==> config.mk <==
export PLATFORM = sky130hd
export DESIGN_NAME = tlm_frame_tx
export DESIGN_NICKNAME = d
export VERILOG_FILES = /design/src/rtl/tlm_pkg.sv /design/src/rtl/tlm_chk_acc.sv /design/src/rtl/tlm_frame_tx.sv
export SDC_FILE = /design/constraint.sdc
export NUM_CORES = 1
export LEC_CHECK = 0
export CORE_ASPECT_RATIO = 2
export CORE_UTILIZATION = 23
export DETAILED_ROUTE_END_ITERATION = 12
export PLACE_DENSITY = 0.38
export SLEW_MARGIN = 20
export SYNTH_ARGS = -nofsm -noshare
export SYNTH_HDL_FRONTEND = slang
export SYNTH_SLANG_ARGS = --single-unit
==> constraint.sdc <==
create_clock -name clk -period 3.34 [get_ports clk]
set_input_delay 0.668 -clock clk [delete_from_list [all_inputs] [get_ports clk]]
set_output_delay 0.668 -clock clk [all_outputs]
set_load 0.03 [all_outputs]
==> src/rtl/tlm_pkg.sv <==
// Shared types and constants for the telemetry frame sequencer.
// State encoding, frame geometry and payload index helpers.
package tlm_pkg;

  typedef enum logic [2:0] {
    IDLE,
    LOAD,
    PULSE,
    GUARD,
    WAIT,
    DONE
  } state_t;

  localparam int          FRAME_LEN = 9;
  localparam logic [3:0]  LAST_IDX  = 4'd8;
  localparam logic [3:0]  PAY_FIRST = 4'd2;
  localparam logic [3:0]  PAY_LAST  = 4'd7;

  function automatic logic is_payload(input logic [3:0] idx);
    return (idx >= PAY_FIRST) && (idx <= PAY_LAST);
  endfunction

endpackage

==> src/rtl/tlm_chk_acc.sv <==
// 8-bit wrapping byte-sum accumulator for the frame checksum.
// Output is the inverted sum, so payload + checksum == 8'hFF.
module tlm_chk_acc (
  input  logic       clk,
  input  logic       rst_n,
  input  logic       i_clr,
  input  logic       i_add,
  input  logic [7:0] i_data,
  output logic [7:0] o_chk
);

  logic [7:0] r_sum;

  always_ff @(posedge clk or negedge rst_n) begin
    if (!rst_n) begin
      r_sum <= 8'h00;
    end else if (i_clr) begin
      r_sum <= 8'h00;
    end else if (i_add) begin
      r_sum <= r_sum + i_data;
    end
  end

  assign o_chk = ~r_sum;

endmodule

==> src/rtl/tlm_frame_tx.sv <==
// Telemetry frame sequencer feeding a byte UART transmitter.
// Snapshots ptch/lft_spd/rght_spd and streams a 9-byte frame.
import tlm_pkg::*;

module tlm_frame_tx #(
  parameter logic [7:0] HDR0 = 8'hAA,
  parameter logic [7:0] HDR1 = 8'h55
) (
  input  logic        clk,
  input  logic        rst_n,
  input  logic        snd,
  input  logic [15:0] ptch,
  input  logic [15:0] lft_spd,
  input  logic [15:0] rght_spd,
  input  logic        tx_done,
  output logic        trmt,
  output logic [7:0]  tx_data,
  output logic        busy,
  output logic        frm_done
);

  state_t      r_state;
  logic [3:0]  r_idx;
  logic [15:0] r_ptch;
  logic [15:0] r_lft;
  logic [15:0] r_rght;
  logic        r_trmt;
  logic [7:0]  r_tx_data;
  logic        r_busy;
  logic        r_frm_done;

  logic [7:0]  w_byte;
  logic [7:0]  w_chk;
  logic        w_clr;
  logic        w_add;

  assign w_clr = (r_state == IDLE) && snd;
  // Sum the byte that is on tx_data during its trmt cycle.
  assign w_add = (r_state == PULSE) && is_payload(r_idx);

  tlm_chk_acc u_chk (
    .clk    (clk),
    .rst_n  (rst_n),
    .i_clr  (w_clr),
    .i_add  (w_add),
    .i_data (r_tx_data),
    .o_chk  (w_chk)
  );

  always_comb begin
    w_byte = 8'h00;
    unique case (r_idx)
      4'd0:    w_byte = HDR0;
      4'd1:    w_byte = HDR1;
      4'd2:    w_byte = r_ptch[15:8];
      4'd3:    w_byte = r_ptch[7:0];
      4'd4:    w_byte = r_lft[15:8];
      4'd5:    w_byte = r_lft[7:0];
      4'd6:    w_byte = r_rght[15:8];
      4'd7:    w_byte = r_rght[7:0];
      4'd8:    w_byte = w_chk;
      default: w_byte = 8'h00;
    endcase
  end

  always_ff @(posedge clk or negedge rst_n) begin
    if (!rst_n) begin
      r_state    <= IDLE;
      r_idx      <= 4'd0;
      r_ptch     <= 16'h0000;
      r_lft      <= 16'h0000;
      r_rght     <= 16'h0000;
      r_trmt     <= 1'b0;
      r_tx_data  <= 8'h00;
      r_busy     <= 1'b0;
      r_frm_done <= 1'b0;
    end else begin
      r_trmt     <= 1'b0;
      r_frm_done <= 1'b0;
      unique case (r_state)
        IDLE: begin
          if (snd) begin
            r_ptch  <= ptch;
            r_lft   <= lft_spd;
            r_rght  <= rght_spd;
            r_idx   <= 4'd0;
            r_busy  <= 1'b1;
            r_state <= LOAD;
          end
        end
        LOAD: begin
          r_tx_data <= w_byte;
          r_trmt    <= 1'b1;
          r_state   <= PULSE;
        end
        PULSE: r_state <= GUARD;
        // tx_done may still be high from the previous byte here.
        GUARD: r_state <= WAIT;
        WAIT: begin
          if (tx_done) begin
            if (r_idx == LAST_IDX) begin
              r_frm_done <= 1'b1;
              r_state    <= DONE;
            end else begin
              r_idx   <= r_idx + 4'd1;
              r_state <= LOAD;
            end
          end
        end
        DONE: begin
          r_busy  <= 1'b0;
          r_state <= IDLE;
        end
        default: r_state <= IDLE;
      endcase
    end
  end

  assign trmt     = r_trmt;
  assign tx_data  = r_tx_data;
  assign busy     = r_busy;
  assign frm_done = r_frm_done;

endmodule
==> results of run 1 <==
## metal layers
metal / up-vias / part of all wire, % / track usage (%)
met5: - / 0 / 0
met4: 0 / 2.1 / 5.94
met3: 7 / 1.7 / 1.47
met2: 45 / 56 / 24.0
met1: 1323 / 41 / 14.4
li1: 1265 / - / -
## layout by cell type (no fill, tap or decap), drive strengths merged, types with 2 or more instances in the layout
master         count
a211oi             5
a21oi              9
a221o              4
a222oi             4
a22o               7
a22oi              6
a31oi              7
buf                9
clkbuf            13
clkdlybuf4s50     61
clkinv             3
dfrtp             74
ha                11
inv               14
mux2              48
mux2i              2
nand2             11
nand2b             7
nand3             10
nand3b             4
nor2              14
nor2b              6
nor3               5
nor4               2
o21a               2
o21ai             14
o221ai             2
o22a               2
o22ai              2
xnor2              4
## cell type report
class | count | area share [%]
inverters | 14 | 1.10
clock buffers | 13 | 5.25
repair buffers | 70 | 14.3
well taps | 201 | 5.28
clock inverters | 3 | 0.315
multi-input cells | 203 | 34.9
flip-flops and latches | 74 | 38.9
## stage by stage
stage / setup WS (ns) / instance area [um2] / hold WS (ns)
after detailed placement: 0.836 / 4500 / 0.476
after floorplan: 1.38 / 3710 / 0.372
after CTS: 1.14 / 4760 / 0.489
final: 1.21 / 4760 / 0.366
after global placement: 0.873 / 4500 / 0.469
after global routing: 1.05 / 4760 / 0.430
## where the power goes
part	leakage, nW	switching (mW)	internal [mW]
clock network	0.133	0.365	0.520
registers	0.888	0.318	1.31
logic	0.897	0.847	0.824
total	1.92	1.53	2.66
## worst max-delay path by stage
stage / startpoint / to / slack (ns) / cells after the start
final: snd / r_ptch[0] / 1.21 / 5
after global routing: r_idx[1] / tx_data[4] / 1.05 / 6
after CTS: r_idx[1] / tx_data[2] / 1.14 / 6
after detailed placement: snd / r_rght[0] / 0.84 / 5
after global placement: snd / r_rght[5] / 0.87 / 5
after floorplan: tx_data[0] / u_chk.r_sum[4] / 1.38 / 8
## worst reg2reg max path: stages, from the launching register on
cell and delay, ns:
dfrtp_1 0.41, inv_1 0.11, ha_1 0.21, buf_4 0.20
nor3_2 0.21, nor4_4 0.05, buf_4 0.21, nor2_1 0.43
a22o_1 0.24
## cells by family (layout without fill, tap and decap cells)
logic type,after synthesis,count (layout),share of synthesized area [%]
simple gates,62,62,9.68
buf+inv,35,100,5.29
xor+xnor,5,5,1.18
fa+ha+maj,12,12,4.25
mux,50,50,15.1
compound gates,74,74,14.6
flops,74,74,49.9
## sequential cells by signal, indices dropped and copies added (netlist names)
signal,cells
r_lft,16
r_ptch,16
r_rght,16
tx_data,8
u_chk.r_sum,8
r_idx,4
r_state,3
busy,1
frm_done,1
trmt,1
==> metrics.md, run 1 <==
| Metric | Value |
|---|---|
| Final core area utilization | `30.2%` |
| Startpoint class of the critical path | `input pin` |
| Count of buffers from port buffering | `62` |
| Worst Path Class, Setup | `input pin to register` |
| Net count of the mapped netlist | `376` |
| Number of vias per cell after detailed routing | `4.57` |
| Fraction of layout cells with a size suffix above 1 | `13.0%` |
| Peak clock frequency supported by timing | `0.470 GHz` |
| Data required, critical path | `3.55 ns` |
| Final hold viol count | `0` |
| Via Count | `2640` |
| Number of cells in the design after placement | `562` |
| Power per unit of standard cell area | `879 nW/um2` |
| Worst Setup End Kind | `register` |
| Largest vdd supply drop | `0.285 mV` |
| Highest cell delay on the worst timing path | `0.53 ns` |
| Number of buffers inserted by post-CTS setup repair | `0` |
| Main flop type after synthesis | `dfrtp_1` |
| Avg Synthesized Cell Area | `11.9 um2` |
| Period minus WS final | `2.13 ns` |
| CP Buf/Inv Count | `2` |
| Worst path arrival time | `2.34 ns` |
| Clk_lat worst skew | `0.33 ns` |
| Largest net degree at the start of global routing | `75` |
| Count of filler cells inserted in the layout | `1699` |
| Worst-margin pin slew | `0.746 ns` |
| Die width | `91.8 um` |
| Top cells by area, synth | `dfrtp_1 (50%), mux2_1 (8.5%), mux2_2 (6.1%)` |
| Worst reg2reg setup slack | `1.22 ns` |
| CTS Root Buffer Type | `clkbuf_16` |
| Unique cell type count in the Yosys netlist | `54` |
| Largest fanout of any net on the critical path | `26` |
| Pins over their slew limit | `0` |
| Number of violations reported at the end of detailed-routing iteration 0 | `133` |
| Aggregate negative setup slack | `0 ns` |
| Multi-input combinational cell area | `1660 um2` |
| Worst-path cell chain | `clkdlybuf4s50_1, nand2_1, nor2_4, buf_4, mux2_2` |
| Final period util | `63.7%` |
| Share of the synthesized area in the top cell type | `49.9%` |
| Clk buf depth | `2` |
| Beginning of the worst register-to-register path | `r_idx[0]` |
| Combined area of all synthesized cells | `3710 um2` |
| Die Y | `182 um` |
| Max-cap violation count | `0` |
| Antenna Cells | `0` |
| Number of synthesized register bits | `74` |
| Post-synthesis cell count | `312` |
| Core Region | `15800 um2` |
| Gr ovfl total | `0` |
| H-tree levels | `3` |
| Die Footprint | `16700 um2` |
| Cells resized by post-CTS repair | `0` |
| Cell with the most instances after synthesis | `dfrtp_1` |
| Iteration count of the initial detailed-routing pass | `4` |
| Worst clock skew on the final layout | `0.00698 ns` |
| Antenna violations before repair | `0` |
| Slowest stage cell on the critical path | `clkdlybuf4s50_1` |
| Commonest cells in the netlist | `dfrtp_1 (74), mux2_1 (28), mux2_2 (20), inv_1 (14)` |
| Number of warnings issued by yosys | `0` |
| Final weighted congestion in routability-driven placement | `0.721` |
| Number of cells on the worst reg-to-reg path | `8` |
| Leakage power figure | `1.92 nW` |
| Worst path top cell family by delay | `buffers and inverters` |
| Number of buffers created by CTS | `9` |
| Sequential area share after synthesis | `49.9%` |
| Top Ports | `63` |
| Post-CTS clock slew at the launch and capture registers of the worst setup and hold paths | `0.06 ns` |
| Critical register-to-register path endpoint | `u_chk.r_sum[2]` |
| Final nets | `436` |
| Detailed-route DRC error count | `0` |
| Final routed wire length divided by cell count | `17.2 um` |
| Total clock sinks | `74` |
| CTS Hold Buffers Added | `0` |
| Area used by sequential logic in the layout | `1850 um2` |
| Area overhead of the layout relative to synthesis | `28.4%` |
| TritonCTS clock tree | `yes` |
| Setup repair after global routing missed its margin | `no` |
| Placed wire-length estimate after detailed placement | `7.38 mm` |
| Final Non-Filler Cells | `578` |
| Final WL | `9.96 mm` |
| Worst slew slack as a fraction of its limit | `50.3%` |
| Initial standard-cell utilization of the core | `23.5%` |
| Power Total | `4.19 mW` |
| Synth area leader | `dfrtp_1` |
| Final setup violation count | `0` |
| Post-synthesis async set-or-reset flop share | `100%` |
| GRT Overall Usage | `12.9%` |
| Wire length of the first global-routing pass | `16.1 mm` |
| Min-Delay Path Class | `input pin to async pin` |
| Result of the run | `finished clean` |
| Std cell rows | `65` |
| Vias in the first global route | `2907` |
| Antenna violation net count after detailed routing | `0` |
| Count of flip-flops with a built-in enable after synthesis | `0` |
No activity file was read; power rests on OpenSTA's default activity.
==> run 2: changes to the inputs <==
- clock period: 3.34 -> 2.2 ns (I/O delays scaled with it)
==> run 2 against run 1 <==
Net effect: die area unchanged; final area grew 3.8%; worst hold slack better by 0.12 ns; global-route usage rose by 0.18 points; critical path type is now register to register; clock power grew 83%; critical path depth rose by 2; highest routed layer unchanged; via count increased by 2.4%.
==> metrics.md, run 2 (synthesis gave the netlist of run 1 again) <==
| Metric | Value |
|---|---|
| Number of cells in the design after placement | `570 (was 562)` |
| Worst Setup End Kind | `register (unchanged)` |
| Die Y | `182 um (unchanged)` |
| Aggregate negative setup slack | `0 ns (unchanged)` |
| Antenna violation net count after detailed routing | `0 (unchanged)` |
| Worst Path Class, Setup | `register to register (was input pin to register)` |
| Number of buffers inserted by post-CTS setup repair | `0 (unchanged)` |
| Worst-path cell chain | `inv_1, ha_1, buf_4, a222oi_1, a211oi_1, a21oi_1, a21oi_1 (was clkdlybuf4s50_1, nand2_1, nor2_4, buf_4, mux2_2)` |
| GRT Overall Usage | `13.1% (was 12.9%)` |
| Final hold viol count | `0 (unchanged)` |
| Antenna Cells | `0 (unchanged)` |
| Die width | `91.8 um (unchanged)` |
| Final WL | `10.2 mm (was 9.96 mm)` |
| Iteration count of the initial detailed-routing pass | `4 (unchanged)` |
| Number of violations reported at the end of detailed-routing iteration 0 | `107 (was 133)` |
| Via Count | `2704 (was 2640)` |
| Min-Delay Path Class | `register to register (was input pin to async pin)` |
| Worst path arrival time | `2.24 ns (was 2.34 ns)` |
| Final Non-Filler Cells | `587 (was 578)` |
| Antenna violations before repair | `0 (unchanged)` |
| Leakage power figure | `1.99 nW (was 1.92 nW)` |
| Most common cell after layout, fill and taps aside | `dfrtp_1 (unchanged)` |
| Final nets | `445 (was 436)` |
| Peak clock frequency supported by timing | `0.494 GHz` |
| Leading cell types in the layout, fill and taps excluded | `dfrtp_1 (74), clkdlybuf4s50_1 (61), mux2_1 (28) (unchanged)` |
| Post-CTS clock slew at the launch and capture registers of the worst setup and hold paths | `0.06 ns (about the same)` |
| Power per unit of standard cell area | `1360 nW/um2 (was 879 nW/um2)` |
| Count of buffers from port buffering | `62 (unchanged)` |
| Post-route cell area | `4940 um2 (was 4760 um2)` |
| Detailed-route DRC error count | `0 (unchanged)` |
| Startpoint class of the critical path | `register (was input pin)` |
| Leading registers by flop count | `r_lft (16), r_ptch (16), r_rght (16) (unchanged)` |
| TritonCTS clock tree | `yes (unchanged)` |
| Gr ovfl total | `0 (unchanged)` |
| CTS Root Buffer Type | `clkbuf_16 (unchanged)` |
| Placed Instance Area | `4610 um2 (was 4500 um2)` |
| Clk_lat worst skew | `0.33 ns (about the same)` |
| Worst clock skew on the final layout | `0.00552 ns (was 0.00698 ns)` |
| Std cell rows | `65 (unchanged)` |
| Slowest stage cell on the critical path | `a222oi_1 (was clkdlybuf4s50_1)` |
| Largest fanout of any net on the critical path | `12 (was 26)` |
| Final setup violation count | `0 (unchanged)` |
| Setup repair after global routing missed its margin | `no (unchanged)` |
| Result of the run | `finished clean (unchanged)` |
| Data required, critical path | `2.41 ns (was 3.55 ns)` |
| Largest net degree at the start of global routing | `59 (was 75)` |
| Period minus WS final | `2.02 ns` |
| Die Footprint | `16700 um2 (unchanged)` |
| CP Buf/Inv Count | `2 (unchanged)` |
| Pins over their slew limit | `0 (unchanged)` |
| Worst slew slack as a fraction of its limit | `62.9% (was 50.3%)` |
| Largest vdd supply drop | `0.394 mV (was 0.285 mV)` |
| Number of buffers created by CTS | `9 (unchanged)` |
| Core Region | `15800 um2 (unchanged)` |
| Placed wire-length estimate after detailed placement | `7.65 mm (was 7.38 mm)` |
| Vias in the first global route | `2913 (was 2907)` |
| Highest cell delay on the worst timing path | `0.48 ns (was 0.53 ns)` |
| Wire length of the first global-routing pass | `16.4 mm (was 16.1 mm)` |
| Initial standard-cell utilization of the core | `23.5% (unchanged)` |
| Worst path top cell family by delay | `compound AO/OA/AOI/OAI gates (was buffers and inverters)` |
| Area overhead of the layout relative to synthesis | `33.3% (was 28.4%)` |
| Critical path's most frequent cell | `a21oi_1` |
| Worst-margin pin slew | `0.554 ns (was 0.746 ns)` |
| Final weighted congestion in routability-driven placement | `0.718 (was 0.721)` |
| Final routed wire length divided by cell count | `17.4 um (was 17.2 um)` |
| Clk buf depth | `2 (unchanged)` |
| Final period util | `92.0%` |
| Total clock sinks | `74 (unchanged)` |
| Number of vias per cell after detailed routing | `4.61 (was 4.57)` |
| Max-cap violation count | `0 (unchanged)` |
| H-tree levels | `3 (unchanged)` |
| Top Ports | `63 (unchanged)` |
| Fraction of layout cells with a size suffix above 1 | `15.5% (was 13.0%)` |
## run 2: what timing repair did
item,4_1_cts,5_1_grt
hold endpoints to repair,16,0
resized for setup,0,0
hold buffers,1,0
## run 2: area by class of cell
class                      instances  area, um2
multi-input combinational        203       1660
clock buffer                      10        239
fill                            1667      10800
tap                              201        251
inverter                          14       52.6
clock inverter                     6       90.1
timing repair buffer              79        798
sequential                        74       1850
## run 2: report_power, final
group | switching (mW) | internal [mW] | total (mW)
Combinational | 1.34 | 1.33 | 2.67
Clock | 0.592 | 1.02 | 1.62
Sequential | 0.460 | 2.00 | 2.46
Total | 2.39 | 4.35 | 6.74
## run 2: worst paths after layout
check	from	to	slack (ns)	cells after the start
hold / removal	r_ptch[3]	r_ptch[3]	0.49	1
max in group asynchronous	rst_n	r_idx[1]	1.08	3
setup reg to reg	r_idx[0]	tx_data[4]	0.18	7
min in group asynchronous	rst_n	r_rght[4]	0.52	2
hold reg to reg	r_ptch[3]	r_ptch[3]	0.49	1
setup / recovery	r_idx[0]	tx_data[4]	0.18	7
## run 2: per-layer routing
metal | routed length [um] | track usage [%]
met4 | 235 | 5.69
met2 | 5650 | 23.6
met3 | 286 | 1.93
met1 | 4030 | 15.0
met5 | 0 | 0
## run 2: worst reg2reg max path, stage by stage (launching register included)
cell and delay (ns):
dfrtp_1 0.40, inv_1 0.10, ha_1 0.31, buf_4 0.24, a222oi_1 0.49, a211oi_1 0.16, a21oi_1 0.14, a21oi_1 0.07
## run 2: through the flow
stage | worst slack, ns | hold slack [ns] | total power [mW] | util, %
final | 0.177 | 0.485 | 6.74 | 31.3
after global routing | 0.0274 | 0.506 | 7.20 | 31.3
after CTS | 0.130 | 0.490 | 6.85 | 31.3
after detailed placement | 0.137 | 0.337 | 5.20 | 29.2
after global placement | 0.160 | 0.330 | 5.13 | 29.2
after floorplan | 0.244 | 0.144 | 4.28 | -
==> run 3: changes to the inputs <==
- SKIP_CTS_REPAIR_TIMING: default -> 1
==> run 3 against run 2 <==
Net effect: critical path depth unchanged; worst setup slack unchanged; total power about the same; utilization is the same; sequential share of layout area unchanged; highest routed layer unchanged.
==> metrics.md, run 3 (synthesis gave the netlist of run 1 again) <==
| Metric | Value |
|---|---|
| Result of the run | `finished clean (unchanged)` |
| Final period util | `92.0% (unchanged)` |
| H-tree levels | `3 (unchanged)` |
| Worst Path Class, Setup | `register to register (unchanged)` |
| Final setup violation count | `0 (unchanged)` |
| Worst Setup End Kind | `register (unchanged)` |
| Pins over their slew limit | `0 (unchanged)` |
| Data required, critical path | `2.41 ns (about the same)` |
| Max-cap violation count | `0 (unchanged)` |
| Post-route cell area | `4940 um2 (unchanged)` |
| WHS Path Cells | `1 (unchanged)` |
| Worst-path cell chain | `inv_1, ha_1, buf_4, a222oi_1, a211oi_1, a21oi_1, a21oi_1 (unchanged)` |
| Placed Instance Area | `4610 um2 (unchanged)` |
| Min-Delay Path Class | `register to register (unchanged)` |
| Post-CTS clock slew at the launch and capture registers of the worst setup and hold paths | `0.06 ns (about the same)` |
| GRT Overall Usage | `13.1% (about the same)` |
| Largest fanout of any net on the critical path | `12 (unchanged)` |
| Startpoint class of the critical path | `register (unchanged)` |
| Area overhead of the layout relative to synthesis | `33.3% (unchanged)` |
| CTS Root Buffer Type | `clkbuf_16 (unchanged)` |
| Antenna violations before repair | `0 (unchanged)` |
| Most common cell after layout, fill and taps aside | `dfrtp_1 (unchanged)` |
| Critical path's most frequent cell | `a21oi_1 (unchanged)` |
| Die Footprint | `16700 um2 (unchanged)` |
| Source of the worst hold timing path | `r_ptch[3] (unchanged)` |
| Final hold viol count | `0 (unchanged)` |
| Vias in the first global route | `2910 (was 2913)` |
| Worst reg2reg setup slack | `0.18 ns (about the same)` |
| Slowest stage cell on the critical path | `a222oi_1 (unchanged)` |
| Worst slew slack as a fraction of its limit | `62.9% (unchanged)` |
| Wire length of the first global-routing pass | `16.4 mm (about the same)` |
| Initial standard-cell utilization of the core | `23.5% (unchanged)` |
| Number of cells in the design after placement | `570 (unchanged)` |
| Power per unit of standard cell area | `1360 nW/um2 (about the same)` |
| Antenna Cells | `0 (unchanged)` |
| Worst hold endpoint | `r_ptch[3] (unchanged)` |
| Clk buf depth | `2 (unchanged)` |
| Setup repair after global routing missed its margin | `no (unchanged)` |
| Period minus WS final | `2.02 ns (unchanged)` |
| Clk_lat worst skew | `0.33 ns (about the same)` |
| Via Count | `2704 (unchanged)` |
| Leading registers by flop count | `r_lft (16), r_ptch (16), r_rght (16) (unchanged)` |
| Beginning of the worst register-to-register path | `r_idx[0] (unchanged)` |
| Peak-usage layer in the global routing report | `met2 (unchanged)` |
| Detailed-route DRC error count | `0 (unchanged)` |
| Number of cells on the worst reg-to-reg path | `7 (unchanged)` |
| Count of filler cells inserted in the layout | `1670 (was 1667)` |
| Std cell rows | `65 (unchanged)` |
| Placed wire-length estimate after detailed placement | `7.65 mm (unchanged)` |
| Highest cell delay on the worst timing path | `0.48 ns (about the same)` |
| Worst path arrival time | `2.24 ns (about the same)` |
| Die Y | `182 um (unchanged)` |
| Number of violations reported at the end of detailed-routing iteration 0 | `107 (unchanged)` |
| Core Region | `15800 um2 (unchanged)` |
| Leakage power figure | `1.99 nW (unchanged)` |
| Worst-margin pin slew | `0.554 ns (unchanged)` |
| Peak clock frequency supported by timing | `0.494 GHz (unchanged)` |
| Fraction of layout cells with a size suffix above 1 | `15.5% (unchanged)` |
| Largest vdd supply drop | `0.394 mV (unchanged)` |
| Worst clock skew on the final layout | `0.00552 ns (unchanged)` |
| Final weighted congestion in routability-driven placement | `0.718 (unchanged)` |
| Number of buffers created by CTS | `9 (unchanged)` |
| Final routed wire length divided by cell count | `17.4 um (about the same)` |
| Leading cell types in the layout, fill and taps excluded | `dfrtp_1 (74), clkdlybuf4s50_1 (61), mux2_1 (28) (unchanged)` |
| Aggregate negative setup slack | `0 ns (unchanged)` |
| Final WL | `10.2 mm (about the same)` |
| Final Non-Filler Cells | `587 (unchanged)` |
| Met3 usage in global routing | `1.93% (unchanged)` |
| Die width | `91.8 um (unchanged)` |
| Critical register-to-register path endpoint | `tx_data[4] (unchanged)` |
| Largest net degree at the start of global routing | `59 (unchanged)` |
| TritonCTS clock tree | `yes (unchanged)` |
| Met2 Use GR | `23.6% (unchanged)` |
| Top Ports | `63 (unchanged)` |
| GRT met1 Usage | `15.0% (about the same)` |
| Final nets | `445 (unchanged)` |
| Count of buffers from port buffering | `62 (unchanged)` |
| Number of vias per cell after detailed routing | `4.61 (unchanged)` |
| Antenna violation net count after detailed routing | `0 (unchanged)` |
| Iteration count of the initial detailed-routing pass | `4 (unchanged)` |
| Total clock sinks | `74 (unchanged)` |
| Gr ovfl total | `0 (unchanged)` |
-- run 3: cell counts in the layout (fill, tap and decap cells not counted) --
Identical to the previous run, type by type.
-- run 3: layer usage --
layer | vias to the layer above | part of all wire (%) | wire, um
met1 | 1354 | 40 | 4030
met2 | 60 | 55 | 5650
met3 | 11 | 2.8 | 286
met4 | 0 | 2.3 | 235
li1 | 1279 | - | -
met5 | - | 0 | 0
-- run 3: cell type report --
type	count	area (um2)	area share, %
flip-flops and latches	74	1850	37.4
multi-input cells	203	1660	33.6
repair buffers	79	798	16.1
well taps	201	251	5.09
clock buffers	10	239	4.83
clock inverters	6	90.1	1.82
inverters	14	52.6	1.06
-- run 3: report_power, final --
part / leakage (nW) / switching (mW) / internal [mW]
registers: 0.888 / 0.460 / 2.00
logic: 0.954 / 1.34 / 1.33
clock network: 0.147 / 0.592 / 1.02
total: 1.99 / 2.39 / 4.35
-- run 3: worst max path at each step --
stage | from | cells past startpoint | endpoint
6_report | r_idx[0] | 7 | tx_data[4]
5_1_grt | u_chk.r_sum[0] | 8 | u_chk.r_sum[4]
4_1_cts | r_idx[0] | 7 | tx_data[2]
3_5_place_dp | snd | 5 | r_lft[10]
3_3_place_gp | r_idx[0] | 7 | tx_data[4]
2_1_floorplan | tx_data[0] | 8 | u_chk.r_sum[4]
-- run 3: worst max-delay path, delay by kind of cell (launching register included) --
family          cells  cell delay [ns]
compound gates      4             0.85
fa+ha+maj           1             0.31
buf+inv             2             0.33
flops               1             0.40
-- run 3: through the flow --
step / setup slack [ns] / hold slack [ns] / utilization [%] / power, mW
final: 0.177 / 0.485 / 31.3 / 6.74
after global routing: 0.0274 / 0.506 / 31.3 / 7.20
after global placement: 0.160 / 0.330 / 29.2 / 5.13
after floorplan: 0.244 / 0.144 / - / 4.28
after detailed placement: 0.137 / 0.337 / 29.2 / 5.20
after CTS: 0.130 / -0.0274 / 31.3 / 6.85
